**src/rtl/cpu_params.sv**
```systemverilog
// Shared CPU parameters and types used by the TLB arbiter and its grant logic.
package cpu_params;

    localparam int bit_count              = 32;
    localparam int page_size              = 4096;
    localparam int ram_address_width      = 16;
    localparam int page_shift             = $clog2(page_size);
    localparam int pt_entry_bytes_default = 4;

    typedef enum logic [2:0] {
        IDLE,
        LOOKUP,
        CHECK,
        WALK,
        FILL,
        RETRY,
        RESP
    } arb_state_t;

    // Index of a requester: 0 = ifetch, 1 = dmem.
    typedef logic [0:0] req_idx_t;

    // Page-table entry address for a virtual address; wraps at bit_count bits.
    function automatic logic [bit_count-1:0] walk_addr(
        input logic [bit_count-1:0] base,
        input logic [bit_count-1:0] vaddr,
        input int                   entry_bytes
    );
        logic [bit_count-1:0] vpn;
        vpn = vaddr >> page_shift;
        return base + vpn * bit_count'(entry_bytes);
    endfunction

endpackage

```
**src/rtl/tlb_rr_picker.sv**
```systemverilog
// Two-requester grant logic. Round-robin when TLB_ARB_RR_EN is defined,
// otherwise fixed priority with requester 1 (dmem) winning ties.
module tlb_rr_picker
    import cpu_params::*;
(
    input  logic     clk,
    input  logic     rst,
    input  logic [1:0] req,
    input  logic     advance,
    output logic [1:0] grant,
    output req_idx_t grant_idx
);

`ifdef TLB_ARB_RR_EN
    req_idx_t ptr;

    // The pointer names the requester that wins the next tie.
    always_comb begin
        grant_idx = req[ptr] ? ptr : ~ptr;
    end

    // NOTE: sequential state is written with non-blocking assignments only.
    always_ff @(posedge clk or posedge rst) begin
        if (rst) begin
            ptr <= '0;
        end else if (advance && |req) begin
            ptr <= ~grant_idx;
        end
    end
`else
    logic unused_clk_rst;
    assign unused_clk_rst = clk ^ rst ^ advance;

    always_comb begin
        grant_idx = req_idx_t'(req[1]);
    end
`endif

    always_comb begin
        grant = '0;
        if (|req) begin
            grant[grant_idx] = 1'b1;
        end
    end

endmodule

```
**src/rtl/tlb_arbiter.sv**
```systemverilog
// Arbitrates ifetch/dmem translation requests onto one TLB, walking the page
// table on a miss. Arbitration policy selected by macro TLB_ARB_RR_EN.
module tlb_arbiter
    import cpu_params::*;
#(
    parameter int PT_ENTRY_BYTES = pt_entry_bytes_default,
    parameter int WALK_TIMEOUT   = 255
) (
    input  logic                      clk,
    input  logic                      rst,
    input  logic [1:0]                rq_valid,
    input  logic [1:0][bit_count-1:0] rq_vaddr,
    output logic [1:0]                rq_ready,
    output logic [1:0]                rs_valid,
    output logic [bit_count-1:0]      rs_paddr,
    output logic                      rs_error,
    output logic                      tlb_enable,
    output logic [bit_count-1:0]      tlb_compare,
    output logic                      tlb_unfault,
    output logic [bit_count-1:0]      tlb_fault_input,
    input  logic [bit_count-1:0]      tlb_compare_output,
    input  logic                      tlb_fault,
    input  logic [bit_count-1:0]      pt_base,
    output logic                      pt_req,
    output logic [bit_count-1:0]      pt_addr,
    input  logic                      pt_ack,
    input  logic [bit_count-1:0]      pt_data
);

    localparam int cnt_w = $clog2(WALK_TIMEOUT + 1);
    localparam logic [cnt_w-1:0] timeout_last = cnt_w'(WALK_TIMEOUT - 1);

    arb_state_t           state, next_state;
    logic [bit_count-1:0] vaddr_q, paddr_q, pte_q;
    req_idx_t             idx_q, grant_idx;
    logic [1:0]           grant;
    logic                 err_q, retry_q;
    logic [cnt_w-1:0]     walk_cnt;

    tlb_rr_picker u_picker (
        .clk       (clk),
        .rst       (rst),
        .req       (rq_valid),
        .advance   (state == IDLE),
        .grant     (grant),
        .grant_idx (grant_idx)
    );

    always_ff @(posedge clk or posedge rst) begin
        if (rst) begin
            state    <= IDLE;
            vaddr_q  <= '0;
            paddr_q  <= '0;
            pte_q    <= '0;
            idx_q    <= '0;
            err_q    <= 1'b0;
            retry_q  <= 1'b0;
            walk_cnt <= '0;
        end else begin
            state <= next_state;
            case (state)
                IDLE: begin
                    if (|rq_valid) begin
                        vaddr_q <= rq_vaddr[grant_idx];
                        idx_q   <= grant_idx;
                        paddr_q <= '0;
                        err_q   <= 1'b0;
                        retry_q <= 1'b0;
                    end
                end
                CHECK: begin
                    if (!tlb_fault) begin
                        paddr_q <= tlb_compare_output;
                    end else if (retry_q) begin
                        err_q <= 1'b1;
                    end
                end
                WALK: begin
                    if (pt_ack) begin
                        pte_q    <= pt_data;
                        walk_cnt <= '0;
                    end else if (walk_cnt == timeout_last) begin
                        err_q    <= 1'b1;
                        walk_cnt <= '0;
                    end else begin
                        walk_cnt <= walk_cnt + cnt_w'(1);
                    end
                end
                RETRY:   retry_q <= 1'b1;
                RESP:    err_q   <= 1'b0;
                default: ;
            endcase
        end
    end

    // NOTE: every output and next_state gets a default first, so no latches.
    always_comb begin
        next_state      = state;
        rq_ready        = '0;
        rs_valid        = '0;
        rs_error        = 1'b0;
        tlb_enable      = 1'b0;
        tlb_compare     = '0;
        tlb_unfault     = 1'b0;
        tlb_fault_input = '0;
        pt_req          = 1'b0;
        pt_addr         = '0;
        case (state)
            IDLE: begin
                // Gated by rst so no handshake can appear while held in reset.
                if (|rq_valid && !rst) begin
                    rq_ready   = grant;
                    next_state = LOOKUP;
                end
            end
            LOOKUP: begin
                tlb_enable  = 1'b1;
                tlb_compare = vaddr_q;
                next_state  = CHECK;
            end
            CHECK: begin
                next_state = (tlb_fault && !retry_q) ? WALK : RESP;
            end
            WALK: begin
                pt_req  = 1'b1;
                pt_addr = walk_addr(pt_base, vaddr_q, PT_ENTRY_BYTES);
                if (pt_ack) begin
                    next_state = FILL;
                end else if (walk_cnt == timeout_last) begin
                    next_state = RESP;
                end
            end
            FILL: begin
                tlb_unfault     = 1'b1;
                tlb_fault_input = pte_q;
                next_state      = RETRY;
            end
            RETRY: next_state = LOOKUP;
            RESP: begin
                rs_valid[idx_q] = 1'b1;
                rs_error        = err_q;
                next_state      = IDLE;
            end
            default: next_state = IDLE;
        endcase
    end

    assign rs_paddr = paddr_q;

endmodule
```
**config.mk**
```make
export PLATFORM = sky130hd
export DESIGN_NAME = tlb_arbiter
export DESIGN_NICKNAME = d
export VERILOG_FILES = /design/src/rtl/cpu_params.sv /design/src/rtl/tlb_rr_picker.sv /design/src/rtl/tlb_arbiter.sv
export SDC_FILE = /design/constraint.sdc
export NUM_CORES = 1
export LEC_CHECK = 0
export BUFFER_PORTS_ARGS = -buffer_cell sky130_fd_sc_hd__buf_2
export CORE_MARGIN = 2
export CORE_UTILIZATION = 44
export DETAILED_ROUTE_END_ITERATION = 8
export GPL_ROUTABILITY_DRIVEN = 0
export PLACE_DENSITY_LB_ADDON = 0.08
export SLEW_MARGIN = 20
export SYNTH_ARGS = -nofsm -noshare
export SYNTH_HDL_FRONTEND = slang
export SYNTH_SLANG_ARGS = --single-unit
```
**constraint.sdc**
```tcl
create_clock -name clk -period 4 [get_ports clk]
set_input_delay 0.4 -clock clk [delete_from_list [all_inputs] [get_ports clk]]
set_output_delay 0.4 -clock clk [all_outputs]
set_load 0.01 [all_outputs]
```
==> results of run 1 <==
## logic make-up after synthesis
| kind of cell | Yosys count | synth area share, % |
|---|---|---|
| buffers and inverters | 47 | 2.84 |
| adder cells (fa/ha/maj) | 23 | 4.62 |
| flip-flops | 110 | 43.1 |
| XOR/XNOR | 19 | 2.60 |
| multiplexers | 65 | 10.8 |
| AND/OR/NAND/NOR | 253 | 19.9 |
| AO/OA/AOI/OAI | 164 | 16.2 |
## stage by stage
stage                     hold WS (ns)  setup slack [ns]  std cells
final                            0.162             0.444       1156
after global routing             0.236             0.204       1156
after CTS                        0.206             0.423       1156
after detailed placement         0.466             0.697       1141
after global placement           0.456             0.722       1141
after floorplan                  0.453             0.376        681
## sequential cells by signal (all words and copies together), names as in the netlist
name,count
err_q,1
idx_q,1
pte_q,32
retry_q,1
rs_paddr,32
state,3
vaddr_q,32
walk_cnt,8
## layer usage
metal  vias to the layer above  wire [um]
met2                       225       8720
li1                       2965          -
met1                      2755       7570
met3                        19       1670
met4                         0        286
met5                         -          0
## how the worst max path moves through the flow
| stage | to | slack, ns |
|---|---|---|
| floorplan | rq_ready[0] | 0.38 |
| global placement | pt_addr[30] | 0.72 |
| detailed placement | pt_addr[26] | 0.70 |
| CTS | pt_addr[26] | 0.42 |
| global route | pt_addr[30] | 0.20 |
| finish | pt_addr[26] | 0.44 |
## layout make-up
class                   instances  area (um^2)  share of cell area [%]
well taps                     184          230                    2.75
multi-input cells             524         3470                    41.4
inverters                      12         47.5                   0.567
repair buffers                311         1580                    18.9
clock inverters                 5         66.3                   0.791
flip-flops and latches        110         2750                    32.8
clock buffers                  10          239                    2.85
## power groups by stage
stage	sequential [mW]	combinational (mW)	clock, mW
final	1.87	2.87	0.924
after global routing	1.93	3.21	0.987
after CTS	1.86	2.90	0.950
after detailed placement	1.88	2.89	0
after global placement	1.88	2.86	0
after floorplan	1.80	2.02	0
## Yosys cell counts (all sizes together), types with 11 or more instances
master	n
clkbuf	21
ha	22
and3	11
and2	67
nand2	58
a21oi	64
inv	12
dfrtp	110
o21ai	40
mux2i	33
o21a	11
nor2	64
buf	14
a22o	19
mux2	32
nor3	11
==> flow_summary.json, run 1 <==
{
  "status": "completed",
  "switching_power_mw": 2.34,
  "setup_tns_ns": 0,
  "cts_hold_buf": 0,
  "vias": 5964,
  "drc": 0,
  "hold_class": "primary input to asynchronous set/reset pin",
  "cp_data_arrival_time_ns": 3.16,
  "placed_cell_area_mm2": 0.00808,
  "power_leakage_nw": 4.38,
  "critPathTopFamily": "compound AO/OA/AOI/OAI gates",
  "clock_skew_ns": 0.00699,
  "critical_path_class": "register to output pin",
  "die_y_um": 124,
  "final_common_cell": "buf_2",
  "mostFrequentLayoutCells": "buf_2 (301), dfrtp_1 (110), and2_1 (66), a21oi_1 (63), nor2_1 (62)",
  "dp_hpwl_um": 14100,
  "yosys_warnings": 0,
  "gr-usage-all-layers_pct": 23.4,
  "post_cts.repair.setup_buffers": 0,
  "synth_area_mm2": 0.00639,
  "switching_share_pct": 41.4,
  "grt_pass1_wl_um": 29500,
  "wl_per_cell_um": 15.8,
  "grt_max_degree": 67,
  "synth_top_area_cell": "dfrtp_1",
  "fillerInstances": 1325,
  "top_usage_layer": "met2",
  "gr-total-overflow": 0,
  "syn_inst": 681,
  "grtUsageMet3_pct": 7.09,
  "ant_nets": 0,
  "worstRegToRegCells": 6,
  "critPathLaunchType": "register",
  "yosys-top-cells-area": "dfrtp_1 (43%), and2_1 (6.5%), mux2_2 (5.6%)",
  "crit_path_start": "vaddr_q[12]",
  "drt_iter0_drc": 286,
  "regToRegStartpoint": "state[0]",
  "portBuffers": 301,
  "via_per_inst": 5.16,
  "die_w_um": 124,
  "cts_tree": "built",
  "grtUsageMet1_pct": 29.1,
  "numCtsBuffers": 9,
  "max_stage_delay_ns": 0.38,
  "synth_fp_nets": 870,
  "seq_power_share_pct": 32.9,
  "use_met2_pct": 38.9,
  "grt_pass1_vias": 5752,
  "fin_util_pct": 58.4,
  "layout-drive-gt1-share_pct": 38.1,
  "htreeDepth": 3,
  "synthFlopType": "dfrtp_1",
  "ir_worst_vdd_mv": 0.342,
  "path_buf_inv": 2,
  "dieArea_mm2": 0.0155,
  "drtPass1Iterations": 5,
  "wirelength_um": 18300,
  "finalPower_mw": 5.66,
  "synth.yosys.seq_area_share_pct": 43.1,
  "max_clock_freq_mhz": 281,
  "cts_sinks": 110,
  "antenna_cells": 0,
  "cellInternalPower_mw": 3.32,
  "maxCapViolCount": 0,
  "powerDensity_mw_per_mm2": 676,
  "cp.required_ns": 3.60,
  "cpMaxStageDelayCell": "o31a_1",
  "slew_violations": 0,
  "fin_area_mm2": 0.00839,
  "initial_core_util_pct": 44.5,
  "cts_root_buf": "clkbuf_16",
  "core-area_mm2": 0.0144,
  "path_cells": "ha_1 > inv_1 > fa_1 > and2b_2 > o211ai_2 > a31oi_4 > a41oi_2 > o31a_1 > or3_1 > a21oi_1 > buf_2",
  "cp_max_fo": 5,
  "ctsLongestPathBuffers": 2,
  "worst_r2r_endpoint": "walk_cnt[7]",
  "synth_edf_count": 0,
  "worst-slew-pin-transition_ns": 0.862,
  "period_needed_ns": 3.56,
  "clock_latency_ns": 0.35,
  "final-setup-viol-count": 0,
  "maxSlewHeadroom_pct": 42.3,
  "hold_violations": 0,
  "yosysTopAreaCellShare_pct": 43.1,
  "clkSlewWorstSetupHoldPaths_ns": 0.07,
  "ys_seq_elements": 110,
  "period_share_pct": 88.9,
  "antenna_found_initial": 1,
  "design.portCount": 302,
  "syn_to_final_growth_pct": 31.3,
  "p_clk_share_pct": 16.3,
  "grt_setup_unrepaired": "false",
  "cp_num_cells": 11,
  "combPwrFrac_pct": 50.7,
  "rows": 44,
  "regToRegSetupSlack_ns": 1.11,
  "yosys.cell_types.count": 54,
  "async_flop_share_pct": 100,
  "layout.nets": 1157,
  "avgSynthCellArea_um2": 9.38,
  "cp-end-kind": "output pin",
  "cts_resized": 0
}
No activity file was read; power rests on OpenSTA's default activity.
==> run 2, diff against run 1 <==
--- a/config.mk
+++ b/config.mk
@@ -8,6 +8,7 @@
 export BUFFER_PORTS_ARGS = -buffer_cell sky130_fd_sc_hd__buf_2
 export CORE_MARGIN = 2
 export CORE_UTILIZATION = 44
+export CTS_BUF_LIST = sky130_fd_sc_hd__clkbuf_8
 export DETAILED_ROUTE_END_ITERATION = 8
 export GPL_ROUTABILITY_DRIVEN = 0
 export PLACE_DENSITY_LB_ADDON = 0.08
==> run 2 against run 1 <==
Against the previous run: maximum frequency decreased by 1.8%; register-to-register slack hardly changed; count of clock-buffer cells in the layout unchanged; largest power group unchanged; wire length decreased by 0.24%; largest cell class unchanged; highest routed layer unchanged; utilization decreased by 0.71 points; clock power decreased by 24%; first-iteration DRC count down 0.35%.
==> flow_summary.json, run 2 (synthesis gave the netlist of run 1 again) <==
{
  "status": "completed",
  "multiInputGateArea_mm2": 0.00347,
  "drt_iter0_drc": 285,
  "setup_tns_ns": 0,
  "seq_power_share_pct": 34.2,
  "regToRegStartpoint": "state[0]",
  "slew_violations": 0,
  "cp-end-kind": "output pin",
  "antenna_found_initial": 1,
  "hold_violations": 0,
  "p_clk_share_pct": 12.9,
  "period_needed_ns": 3.62,
  "powerDensity_mw_per_mm2": 657,
  "worstRegToRegCells": 6,
  "critical_path_class": "register to output pin",
  "grt_pass1_wl_um": 29300,
  "wirelength_um": 18200,
  "cts_hold_buf": 0,
  "combPwrFrac_pct": 52.9,
  "grt_pass1_vias": 5729,
  "timing.final.ws_setup_ns": 0.381,
  "antenna_cells": 0,
  "path_cells": "ha_1 > inv_1 > fa_1 > and2b_2 > o211ai_2 > a31oi_4 > o21ai_1 > a2111oi_0 > nor4_1 > nor3_1 > buf_2",
  "seq_area_mm2": 0.00275,
  "cts_tree": "built",
  "layout.nets": 1157,
  "worst-slew-pin-transition_ns": 0.848,
  "clkSlewWorstSetupHoldPaths_ns": 0.11,
  "vias": 5935,
  "fin_area_mm2": 0.00828,
  "max_stage_delay_ns": 0.63,
  "crit_path_start": "vaddr_q[12]",
  "initial_core_util_pct": 44.5,
  "critPathTopFamily": "compound AO/OA/AOI/OAI gates",
  "ctsLongestPathBuffers": 2,
  "core-area_mm2": 0.0144,
  "clock_latency_ns": 0.38,
  "die_w_um": 124,
  "cp_data_arrival_time_ns": 3.22,
  "post_cts.repair.setup_buffers": 0,
  "placed_cell_area_mm2": 0.00808,
  "cts_root_buf": "clkbuf_8",
  "switching_power_mw": 2.32,
  "cts_resized": 0,
  "regToRegSetupSlack_ns": 1.12,
  "maxCapViolCount": 0,
  "dp_hpwl_um": 14100,
  "ant_nets": 0,
  "period_share_pct": 90.5,
  "final-setup-viol-count": 0,
  "grt_setup_unrepaired": "false",
  "gr-usage-all-layers_pct": 23.4,
  "drc": 0,
  "fillerInstances": 1333,
  "dieArea_mm2": 0.0155,
  "maxSlewHeadroom_pct": 43.2,
  "clock_skew_ns": 0.0111,
  "layout-drive-gt1-share_pct": 38.1,
  "cp_max_fo": 4,
  "grt_max_degree": 67,
  "portBuffers": 301,
  "numCtsBuffers": 9,
  "cpMaxStageDelayCell": "a2111oi_0",
  "die_y_um": 124,
  "wl_per_cell_um": 15.8,
  "cellInternalPower_mw": 3.12,
  "finalPower_mw": 5.44,
  "mostFrequentLayoutCells": "buf_2 (301), dfrtp_1 (110), and2_1 (66), a21oi_1 (63), nor2_1 (62)",
  "drtPass1Iterations": 4,
  "hold_class": "primary input to asynchronous set/reset pin",
  "gr-total-overflow": 0,
  "syn_to_final_growth_pct": 29.7,
  "path_buf_inv": 2,
  "via_per_inst": 5.13,
  "max_clock_freq_mhz": 276,
  "ir_worst_vdd_mv": 0.305,
  "htreeDepth": 3,
  "cp.required_ns": 3.60,
  "cts_sinks": 110,
  "hold_slack_ns": 0.148,
  "power_leakage_nw": 4.33,
  "switching_share_pct": 42.6,
  "final_common_cell": "buf_2",
  "critPathLaunchType": "register",
  "design.portCount": 302,
  "crit_end": "pt_addr[16]",
  "cp_num_cells": 11,
  "rows": 44,
  "worst_r2r_endpoint": "walk_cnt[7]",
  "place_ws_ns": 0.697
}
-- run 2: power by group through the flow --
stage,clock network [mW],logic [mW],registers (mW)
after floorplan,0,2.02,1.80
after global placement,0,2.86,1.88
after detailed placement,0,2.89,1.88
after CTS,0.730,2.89,1.86
after global routing,0.768,3.21,1.93
final,0.703,2.88,1.86
-- run 2: stage by stage --
| stage | util [%] | std cells |
|---|---|---|
| 4_1_cts | 57.6 | 1156 |
| 3_3_place_gp | 56.2 | 1141 |
| 6_report | 57.7 | 1156 |
| 5_1_grt | 57.7 | 1156 |
| 3_5_place_dp | 56.2 | 1141 |
| 2_1_floorplan | - | 681 |
-- run 2: worst min-delay path by stage --
stage | endpoint | slack (ns) | depth (start not counted) | from
6_report | pte_q[10] | 0.15 | 2 | rst
5_1_grt | pte_q[10] | 0.18 | 2 | rst
4_1_cts | pte_q[10] | 0.16 | 2 | rst
3_5_place_dp | rs_paddr[24] | 0.47 | 2 | rs_paddr[24]
3_3_place_gp | rs_paddr[8] | 0.46 | 2 | rs_paddr[8]
2_1_floorplan | walk_cnt[7] | 0.45 | 1 | walk_cnt[7]
-- run 2: metal layers --
| metal | share of wire [%] | vias up | wire, um | GRT usage (%) |
|---|---|---|---|---|
| li1 | - | 2963 | - | - |
| met1 | 42 | 2734 | 7670 | 29.1 |
| met2 | 48 | 222 | 8680 | 38.7 |
| met3 | 8.6 | 16 | 1570 | 7.35 |
| met4 | 1.6 | 0 | 298 | 7.60 |
| met5 | 0 | - | 0 | 0 |
-- run 2: final cells by class --
class | instances | area share (%)
repair buffers | 311 | 19.1
multi-input cells | 524 | 41.9
clock buffers | 10 | 1.66
well taps | 184 | 2.78
clock inverters | 5 | 0.800
flip-flops and latches | 110 | 33.2
inverters | 12 | 0.574
